`src/rtl/sbn_ctrl_pkg.sv`:
```
// Shared encodings for the SBN run controller: host opcodes, response status
// codes and the controller FSM states.
package sbn_ctrl_pkg;

  typedef enum logic [2:0] {
    OP_WR_IMEM = 3'd0,
    OP_WR_REG  = 3'd1,
    OP_RD_REG  = 3'd2,
    OP_CLEAR   = 3'd3,
    OP_RUN     = 3'd4,
    OP_STATUS  = 3'd5
  } cmd_op_e;

  typedef enum logic [1:0] {
    RSP_OK      = 2'd0,
    RSP_TIMEOUT = 2'd1,
    RSP_ERR     = 2'd2
  } rsp_status_e;

  typedef enum logic [2:0] {
    S_IDLE,
    S_WRITE,
    S_READ,
    S_CLEAR,
    S_RUN,
    S_RESP
  } state_e;

  localparam int unsigned CMD_ADDR_W = 5;
  localparam int unsigned CMD_DATA_W = 32;

endpackage

```
`src/rtl/sbn_imem_buffer.sv`:
```
// Instruction word store: single write port, all words presented on a
// flattened bus (word i at bits [i*WIDTH +: WIDTH]).
module sbn_imem_buffer
  import sbn_ctrl_pkg::*;
#(
  parameter int unsigned DEPTH = 32,
  parameter int unsigned WIDTH = 32
) (
  input  logic                   clk,
  input  logic                   reset,
  input  logic                   wr_en_i,
  input  logic [CMD_ADDR_W-1:0]  wr_addr_i,
  input  logic [WIDTH-1:0]       wr_data_i,
  output logic [DEPTH*WIDTH-1:0] words_o
);

  logic [WIDTH-1:0] mem_q [DEPTH];

  always_ff @(posedge clk) begin
    for (int unsigned i = 0; i < DEPTH; i++) begin
      if (reset) begin
        mem_q[i] <= '0;
      end else if (wr_en_i && (32'(wr_addr_i) == i)) begin
        mem_q[i] <= wr_data_i;
      end
    end
  end

  always_comb begin
    words_o = '0;
    for (int unsigned i = 0; i < DEPTH; i++) begin
      words_o[i*WIDTH +: WIDTH] = mem_q[i];
    end
  end

endmodule

```
`src/rtl/sbn_run_controller.sv`:
```
// Host command front-end for the SBN datapath: loads the program, pokes/peeks
// registers, clears and runs the datapath under a cycle budget.
module sbn_run_controller
  import sbn_ctrl_pkg::*;
#(
  parameter int unsigned IMEM_DEPTH  = 32,
  parameter int unsigned INSTR_WIDTH = 32,
  parameter int unsigned REG_WIDTH   = 16,
  parameter int unsigned REG_DEPTH   = 32
) (
  input  logic                              clk,
  input  logic                              reset,
  input  logic                              cmd_valid,
  output logic                              cmd_ready,
  input  logic [2:0]                        cmd_op,
  input  logic [CMD_ADDR_W-1:0]             cmd_addr,
  input  logic [CMD_DATA_W-1:0]             cmd_data,
  output logic                              rsp_valid,
  input  logic                              rsp_ready,
  output logic [31:0]                       rsp_data,
  output logic [1:0]                        rsp_status,
  output logic                              dp_reset,
  output logic                              dp_enable,
  output logic [CMD_ADDR_W-1:0]             dp_reg_addr,
  output logic [REG_WIDTH-1:0]              dp_reg_wdata,
  output logic                              dp_reg_we,
  input  logic [REG_WIDTH-1:0]              dp_reg_rdata,
  input  logic                              dp_done,
  input  logic [15:0]                       dp_executed,
  output logic [IMEM_DEPTH*INSTR_WIDTH-1:0] dp_instructions
);

  state_e                state_q, state_d;
  logic [CMD_ADDR_W-1:0] addr_q, addr_d;
  logic [REG_WIDTH-1:0]  wdata_q, wdata_d;
  logic [31:0]           cnt_q, cnt_d;
  logic [31:0]           rsp_data_q, rsp_data_d;
  rsp_status_e           rsp_status_q, rsp_status_d;
  logic                  imem_we;

  sbn_imem_buffer #(
    .DEPTH (IMEM_DEPTH),
    .WIDTH (INSTR_WIDTH)
  ) u_imem (
    .clk       (clk),
    .reset     (reset),
    .wr_en_i   (imem_we),
    .wr_addr_i (cmd_addr),
    .wr_data_i (INSTR_WIDTH'(cmd_data)),
    .words_o   (dp_instructions)
  );

  always_ff @(posedge clk) begin
    if (reset) begin
      state_q      <= S_IDLE;
      addr_q       <= '0;
      wdata_q      <= '0;
      cnt_q        <= '0;
      rsp_data_q   <= '0;
      rsp_status_q <= RSP_OK;
    end else begin
      state_q      <= state_d;
      addr_q       <= addr_d;
      wdata_q      <= wdata_d;
      cnt_q        <= cnt_d;
      rsp_data_q   <= rsp_data_d;
      rsp_status_q <= rsp_status_d;
    end
  end

  always_comb begin
    state_d      = state_q;
    addr_d       = addr_q;
    wdata_d      = wdata_q;
    cnt_d        = cnt_q;
    rsp_data_d   = rsp_data_q;
    rsp_status_d = rsp_status_q;
    imem_we      = 1'b0;
    case (state_q)
      S_IDLE: begin
        if (cmd_valid && cmd_ready) begin
          addr_d       = cmd_addr;
          wdata_d      = REG_WIDTH'(cmd_data);
          rsp_data_d   = '0;
          rsp_status_d = RSP_OK;
          state_d      = S_RESP;
          case (cmd_op_e'(cmd_op))
            OP_WR_IMEM: imem_we = 1'b1;
            OP_WR_REG: begin
              if ((cmd_addr == '0) || (32'(cmd_addr) >= REG_DEPTH)) rsp_status_d = RSP_ERR;
              else                                                  state_d      = S_WRITE;
            end
            OP_RD_REG: state_d = S_READ;
            OP_CLEAR:  state_d = S_CLEAR;
            OP_RUN: begin
              if (dp_done || (cmd_data == '0)) begin
                rsp_status_d = RSP_ERR;
              end else begin
                cnt_d   = cmd_data;
                state_d = S_RUN;
              end
            end
            OP_STATUS: begin
              rsp_data_d   = 32'(dp_executed);
              rsp_status_d = dp_done ? RSP_OK : RSP_TIMEOUT;
            end
            default: rsp_status_d = RSP_ERR;
          endcase
        end
      end
      S_WRITE: state_d = S_RESP;
      S_READ: begin
        rsp_data_d = 32'(dp_reg_rdata);
        state_d    = S_RESP;
      end
      S_CLEAR: state_d = S_RESP;
      S_RUN: begin
        // Budget cycle count equals enabled cycles; a same-cycle done takes precedence.
        cnt_d = (cnt_q != '0) ? cnt_q - 32'd1 : '0;
        if (dp_done) begin
          rsp_data_d   = 32'(dp_executed);
          rsp_status_d = RSP_OK;
          state_d      = S_RESP;
        end else if (cnt_q <= 32'd1) begin
          rsp_data_d   = 32'(dp_executed);
          rsp_status_d = RSP_TIMEOUT;
          state_d      = S_RESP;
        end
      end
      S_RESP: begin
        if (rsp_ready) state_d = S_IDLE;
      end
      default: state_d = S_IDLE;
    endcase
  end

  always_comb begin
    rsp_valid    = (state_q == S_RESP);
    cmd_ready    = (state_q == S_IDLE) && !rsp_valid;
    rsp_data     = rsp_data_q;
    rsp_status   = rsp_status_q;
    dp_reset     = reset || (state_q == S_CLEAR);
    dp_enable    = (state_q == S_RUN);
    dp_reg_we    = (state_q == S_WRITE);
    dp_reg_addr  = ((state_q == S_WRITE) || (state_q == S_READ)) ? addr_q : '0;
    dp_reg_wdata = (state_q == S_WRITE) ? wdata_q : '0;
  end

endmodule

```
`config.mk`:
```
export PLATFORM = sky130hd
export DESIGN_NAME = sbn_run_controller
export DESIGN_NICKNAME = d
export VERILOG_FILES = /design/src/rtl/sbn_ctrl_pkg.sv /design/src/rtl/sbn_imem_buffer.sv /design/src/rtl/sbn_run_controller.sv
export SDC_FILE = /design/constraint.sdc
export NUM_CORES = 1
export LEC_CHECK = 0
export CORE_AREA = 4 4 450 452
export CTS_BUF_LIST = sky130_fd_sc_hd__clkbuf_4 sky130_fd_sc_hd__clkbuf_8
export CTS_CLUSTER_DIAMETER = 150
export DETAILED_ROUTE_END_ITERATION = 8
export DIE_AREA = 0 0 454 456
export PLACE_DENSITY = 0.53
export SLEW_MARGIN = 5
export SYNTH_ARGS = -nofsm -noshare
export SYNTH_HDL_FRONTEND = slang
export SYNTH_SLANG_ARGS = --single-unit
```
`constraint.sdc`:
```
create_clock -name clk -period 11.4 [get_ports clk]
set_clock_uncertainty 0.1 [all_clocks]
set_input_delay 1.14 -clock clk [delete_from_list [all_inputs] [get_ports clk]]
set_output_delay 1.14 -clock clk [all_outputs]
set_load 0.01 [all_outputs]
```
-- After elaboration in Yosys (flattened, before gate mapping)
Memory sizes are Yosys's and may differ from the RTL's.
Index checks and enable logic that the tools add are counted.
- latch bits: 0
- register bits: 90
- output and inout port bits: 1084
- memory bits (read-only): 0
- word-level logic and storage cells: 300
- input bits: 77
- bits in writable memories: 1024
- memories kept: 1
- memories (name ; words ; bits a word ; rd ports ; clocked after Yosys merged registers in ; wr ports ; line ; text):
    u_imem.mem_q ; 32 ; 32 ; 32 ; 0 ; 32 ; sbn_imem_buffer.sv:17 ; logic [WIDTH-1:0] mem_q [DEPTH];
- bitwise operators: 32
- $mul: 0
- shift-type cells: 0
- divide/modulo/power cells: 0
- equality and inequality tests: 46
- multiplexer cells: 161
- reductions and logical operators: 52
- order comparisons: 1
- $add $sub $neg: 1
- operator list (kind ; number):
    32-bit two-way mux ; 39
    1-bit two-way mux ; 103
    32-bit one-hot mux with 3 select lines ; 1
    5-bit equality test, second input constant ; 16
    32-bit one-hot mux with 2 select lines ; 1
    5-bit by 4-bit equality test with 1-bit output, second input constant ; 8
    1-bit logical AND ; 34
    32-bit by 1-bit <= comparator with 1-bit output, second input constant ; 1
    32-bit logical NOT ; 1
    16-bit two-way mux ; 2
    1-bit OR ; 32
    32-bit nonzero test ; 1
    32-bit by 1-bit subtractor with 32-bit output, second input constant ; 1
    3-bit one-hot mux with 4 select lines ; 2
    5-bit by 3-bit equality test with 1-bit output, second input constant ; 4
    3-bit two-way mux ; 5
    3-bit by 2-bit equality test with 1-bit output, second input constant ; 4
    3-bit equality test, second input constant ; 4
    5-bit by 2-bit equality test with 1-bit output, second input constant ; 2
    2-bit two-way mux ; 5
    3-bit AND reduction ; 3
    2-bit one-hot mux with 4 select lines ; 1
    3-bit by 1-bit equality test with 1-bit output, second input constant ; 2
    3-bit logical NOT ; 2
    other kinds (14) ; 19

-- Logic depth before layout (Yosys ltp)
- depth in word-level cells: 11
- gate-level depth with buffers: 12
- gate-level depth less buffers: 8

-- By module
A second synthesis with hierarchy kept.
- cells, all modules: 3130
- area, all modules: 43085.1 sq um
- modules (own cells, without submodules) (module ; instances ; seq. area each (sq um) ; area an instance (sq um) ; cells each):
    sbn_imem_buffer ; 1 ; 30749.5 ; 38862.3 ; 2565
    sbn_run_controller ; 1 ; 1481.4 ; 4222.8 ; 565

-- Worst setup path after synthesis
Ideal clock, no wire load.
- kind: in2reg
- start point: input cmd_valid
- end point: memory u_imem.mem_q[7][0], in the netlist u_imem.mem_q[0][224] (enable)
- setup slack: 7.022 ns
- cell stages on the path: 7
- buffers on the path: 3
- setup time: 0.428 ns
- arrival time: 3.850 ns
- data required time: 10.872 ns
- path through: or4b_4 > buf_6 > nor3_4 > nand2b_1 > buf_2 > clkbuf_1 > o21bai_1
- RTL lines (item ; line ; text):
    start, declared ; sbn_run_controller.sv:13 ; input logic cmd_valid,
    end, declared ; sbn_imem_buffer.sv:17 ;

-- Final worst setup path
- start point: register state_q[1]
- end point: output dp_enable
- cells in the longest elaborated chain, start to end: 1
- ends and longest elaborated chain (item ; line ; text):
    start, declared ; sbn_run_controller.sv:33 ; state_e state_q, state_d;
    start signal, assigned ; sbn_run_controller.sv:62 ; state_q <= state_d;
    3-bit equality test ; sbn_run_controller.sv:143 ; dp_enable = (state_q == S_RUN);
    end, declared ; sbn_run_controller.sv:23 ; output logic dp_enable,
Every way passes these cells.

==> impl_metrics.toml <==
[finish]
layout-drive-gt1-share_pct = 11.4
area_growth_pct = 41.7
finalCoreUtilization_pct = 30.8
fin_nets = 4182
fin_area_um2 = 61300

[synth]
syn-cell-area_um2 = 43300
synth_warnings = 0
yosysSeqAreaShare_pct = 74.5
synth_cells = 2934
synth_top_area_share_pct = 71.1
ys.flop_type = "edfxtp_1"
synth_cell_types = 64
synth_edf_count = 1024
avgSynthCellArea_um2 = 14.7
yosysTopAreaCell = "edfxtp_1"
synth-seq-cells = 1098
synth_area_leaders = "edfxtp_1 71%, and2_1 15%, dfxtp_1 3.4%"
async_flop_share_pct = 0

[die]
row_count = 164
die_x_um = 454
initial_core_util_pct = 21.8
coreArea_um2 = 199000
die-area_um2 = 207000
io_pins = 1161
fp.dieH_um = 456

[critical_path]
path_class = "reg2out"
crit_path_end_kind = "primary output"
cp.arrival_ns = 4.00
r2r_end = "u_imem.mem_q[1][452]"
worst_setup_path_start_kind = "flop"
r2r_cells = 6
cp_max_fo = 49
r2r_start = "state_q[2]"
ff2ff_setup_slack_ns = 6.99
critical_path_required_ns = 10.16

[clock_network]
clock_latency_ns = 0.92
cts_sinks = 1098
ctsHoldBuffers = 0
numCtsBuffers = 192
ctsHtreeMaxLevel = 4
cts_root_buf = "clkbuf_8"
post_cts_buffers = 0
cts_tree = "yes"
cts_resized = 0
path_clk_slew_ns = 0.05
clk_path_buf_depth = 3

[placed_design]
placed_area_um2 = 57600
place.gp.congestion = 0.780
io_buffers = 1144
post-dp-hpwl_mm = 126

[drt]
route.detailed.drc = 0
drtAntennaViolNets = 0
viasPerCell = 4.17
finalWirelength_mm = 200
wire_per_inst_um = 28.8
vias = 28925
drt_iter0_drc = 3254
dr.pass1.iters = 7

[pwr]
ir_drop_mv = 0.106
total_power_mw = 10.0
leakage_nw = 22.2
power_density_nw_per_um2 = 163

[min_path]
min_path_type = "reg2reg"
holdPathEnd = "wdata_q[6]"
min_from = "wdata_q[6]"
whs_path_depth = 2

[sta]
worst_slew_pin_slew_ns = 1.12
setup_violations = 0
whs_ns = 0.350
maxSlewHeadroom_pct = 25.2
hold_viol_final = 0
drv_slew = 0
period_minus_slack_ns = 5.24
rsz0062_at_grt = "false"
max_freq_mhz = 191
fin_setup_tns_ns = 0
fin_crit_sh_pct = 45.9

[global_routing]
overflow = 0
met2_usage_pct = 33.3
met3_usage_pct = 5.35
met1_usage_pct = 20.8
grt_pass1_vias = 28607
grt_use_total_pct = 18.6
top_usage_layer = "met2"
antenna_found_initial = 46
grt_pass1_wl_mm = 261
grt_max_degree = 58

[job]
cap_violations = 0

[run_status]
status = "finished clean"
## worst max-delay path, cell delays in order (launching register included)
cell,delay [ns]
dfxtp_1,0.47
or2_2,0.49
or2_2,0.84
clkinv_1,0.61
clkdlybuf4s50_1,0.65
## synth_stat cells (5+ instances only)
library cell,count
and2_1,1041
edfxtp_1,1024
clkbuf_1,161
nor2_1,88
nand2_1,77
dfxtp_1,74
a21oi_1,59
clkbuf_2,48
buf_6,34
o21bai_1,32
o21ai_0,31
nor3_1,30
nor4_1,28
o22ai_1,19
buf_4,16
nor2b_1,13
nand3_1,11
nor2_4,10
nor2_8,10
inv_1,9
a211oi_1,8
or4_1,8
nand4_1,7
or3_1,7
xor2_1,7
buf_2,6
or2_2,6
a22o_1,5
nand2b_1,5
o2bb2ai_1,5
## cells by family after synthesis
group | count (synthesis) | synth area share (%)
buffers and inverters | 277 | 3.32
other | 1 | 0.00867
XOR/XNOR | 8 | 0.162
adder cells (fa/ha/maj) | 3 | 0.0867
AND/OR/NAND/NOR | 1355 | 19.1
multiplexers | 4 | 0.0954
flip-flops | 1098 | 74.5
AO/OA/AOI/OAI | 188 | 2.78
## metal layers
layer / up-vias / wire length (um)
met3: 293 / 17700
met4: 0 / 6840
met5: - / 0
met2: 1508 / 104000
met1: 14559 / 71800
li1: 12565 / -
## layout by cell type (no fill, tap or decap), drive strengths merged, types with 11 or more instances in the layout
cell type	count
a21oi	60
and2	1041
buf	115
clkbuf	250
clkdlybuf4s50	1111
clkinv	65
conb	16
dfxtp	74
diode	49
edfxtp	1024
inv	18
nand2	78
nand3	11
nor2	108
nor2b	13
nor3	31
nor4	29
o21ai	31
o21bai	32
o22ai	19
## power breakdown
group,switching [mW],total [mW],internal [mW]
Clock,1.72,3.52,1.80
Combinational,1.10,1.73,0.633
Sequential,0.127,4.74,4.62
Total,2.95,10.0,7.05
## how the worst max path moves through the flow
stage,slack (ns),from,depth (start not counted),endpoint
2_1_floorplan,7.02,cmd_valid,7,u_imem.mem_q[0][224]
3_3_place_gp,5.92,cmd_valid,7,u_imem.mem_q[1][479]
3_5_place_dp,5.81,cmd_valid,7,u_imem.mem_q[1][475]
4_1_cts,6.03,state_q[1],4,dp_enable
5_1_grt,5.89,state_q[1],4,dp_enable
6_report,6.16,state_q[1],4,dp_enable
## sequential cells by signal (all words and copies together), names as in the netlist
name / flops
state_q: 3
addr_q: 5
wdata_q: 16
cnt_q: 32
rsp_data: 16
u_imem.mem_q: 1024
rsp_status: 2
## per-stage QoR
stage | instances | setup WS [ns]
global placement | 6564 | 5.92
finish | 6944 | 6.16
floorplan | 2949 | 7.02
CTS | 6895 | 6.03
detailed placement | 6564 | 5.81
global route | 6910 | 5.89
## cell type report
cell class	count	area (um2)
Multi-Input combinational cell	1574	10100
Clock inverter	81	494
Antenna cell	49	123
Sequential cell	1098	32200
Fill cell	19831	138000
Clock buffer	250	3090
Tap cell	2656	3320
Timing Repair Buffer	1226	11900
Inverter	10	37.5
No activity file was read; power rests on OpenSTA's default activity.
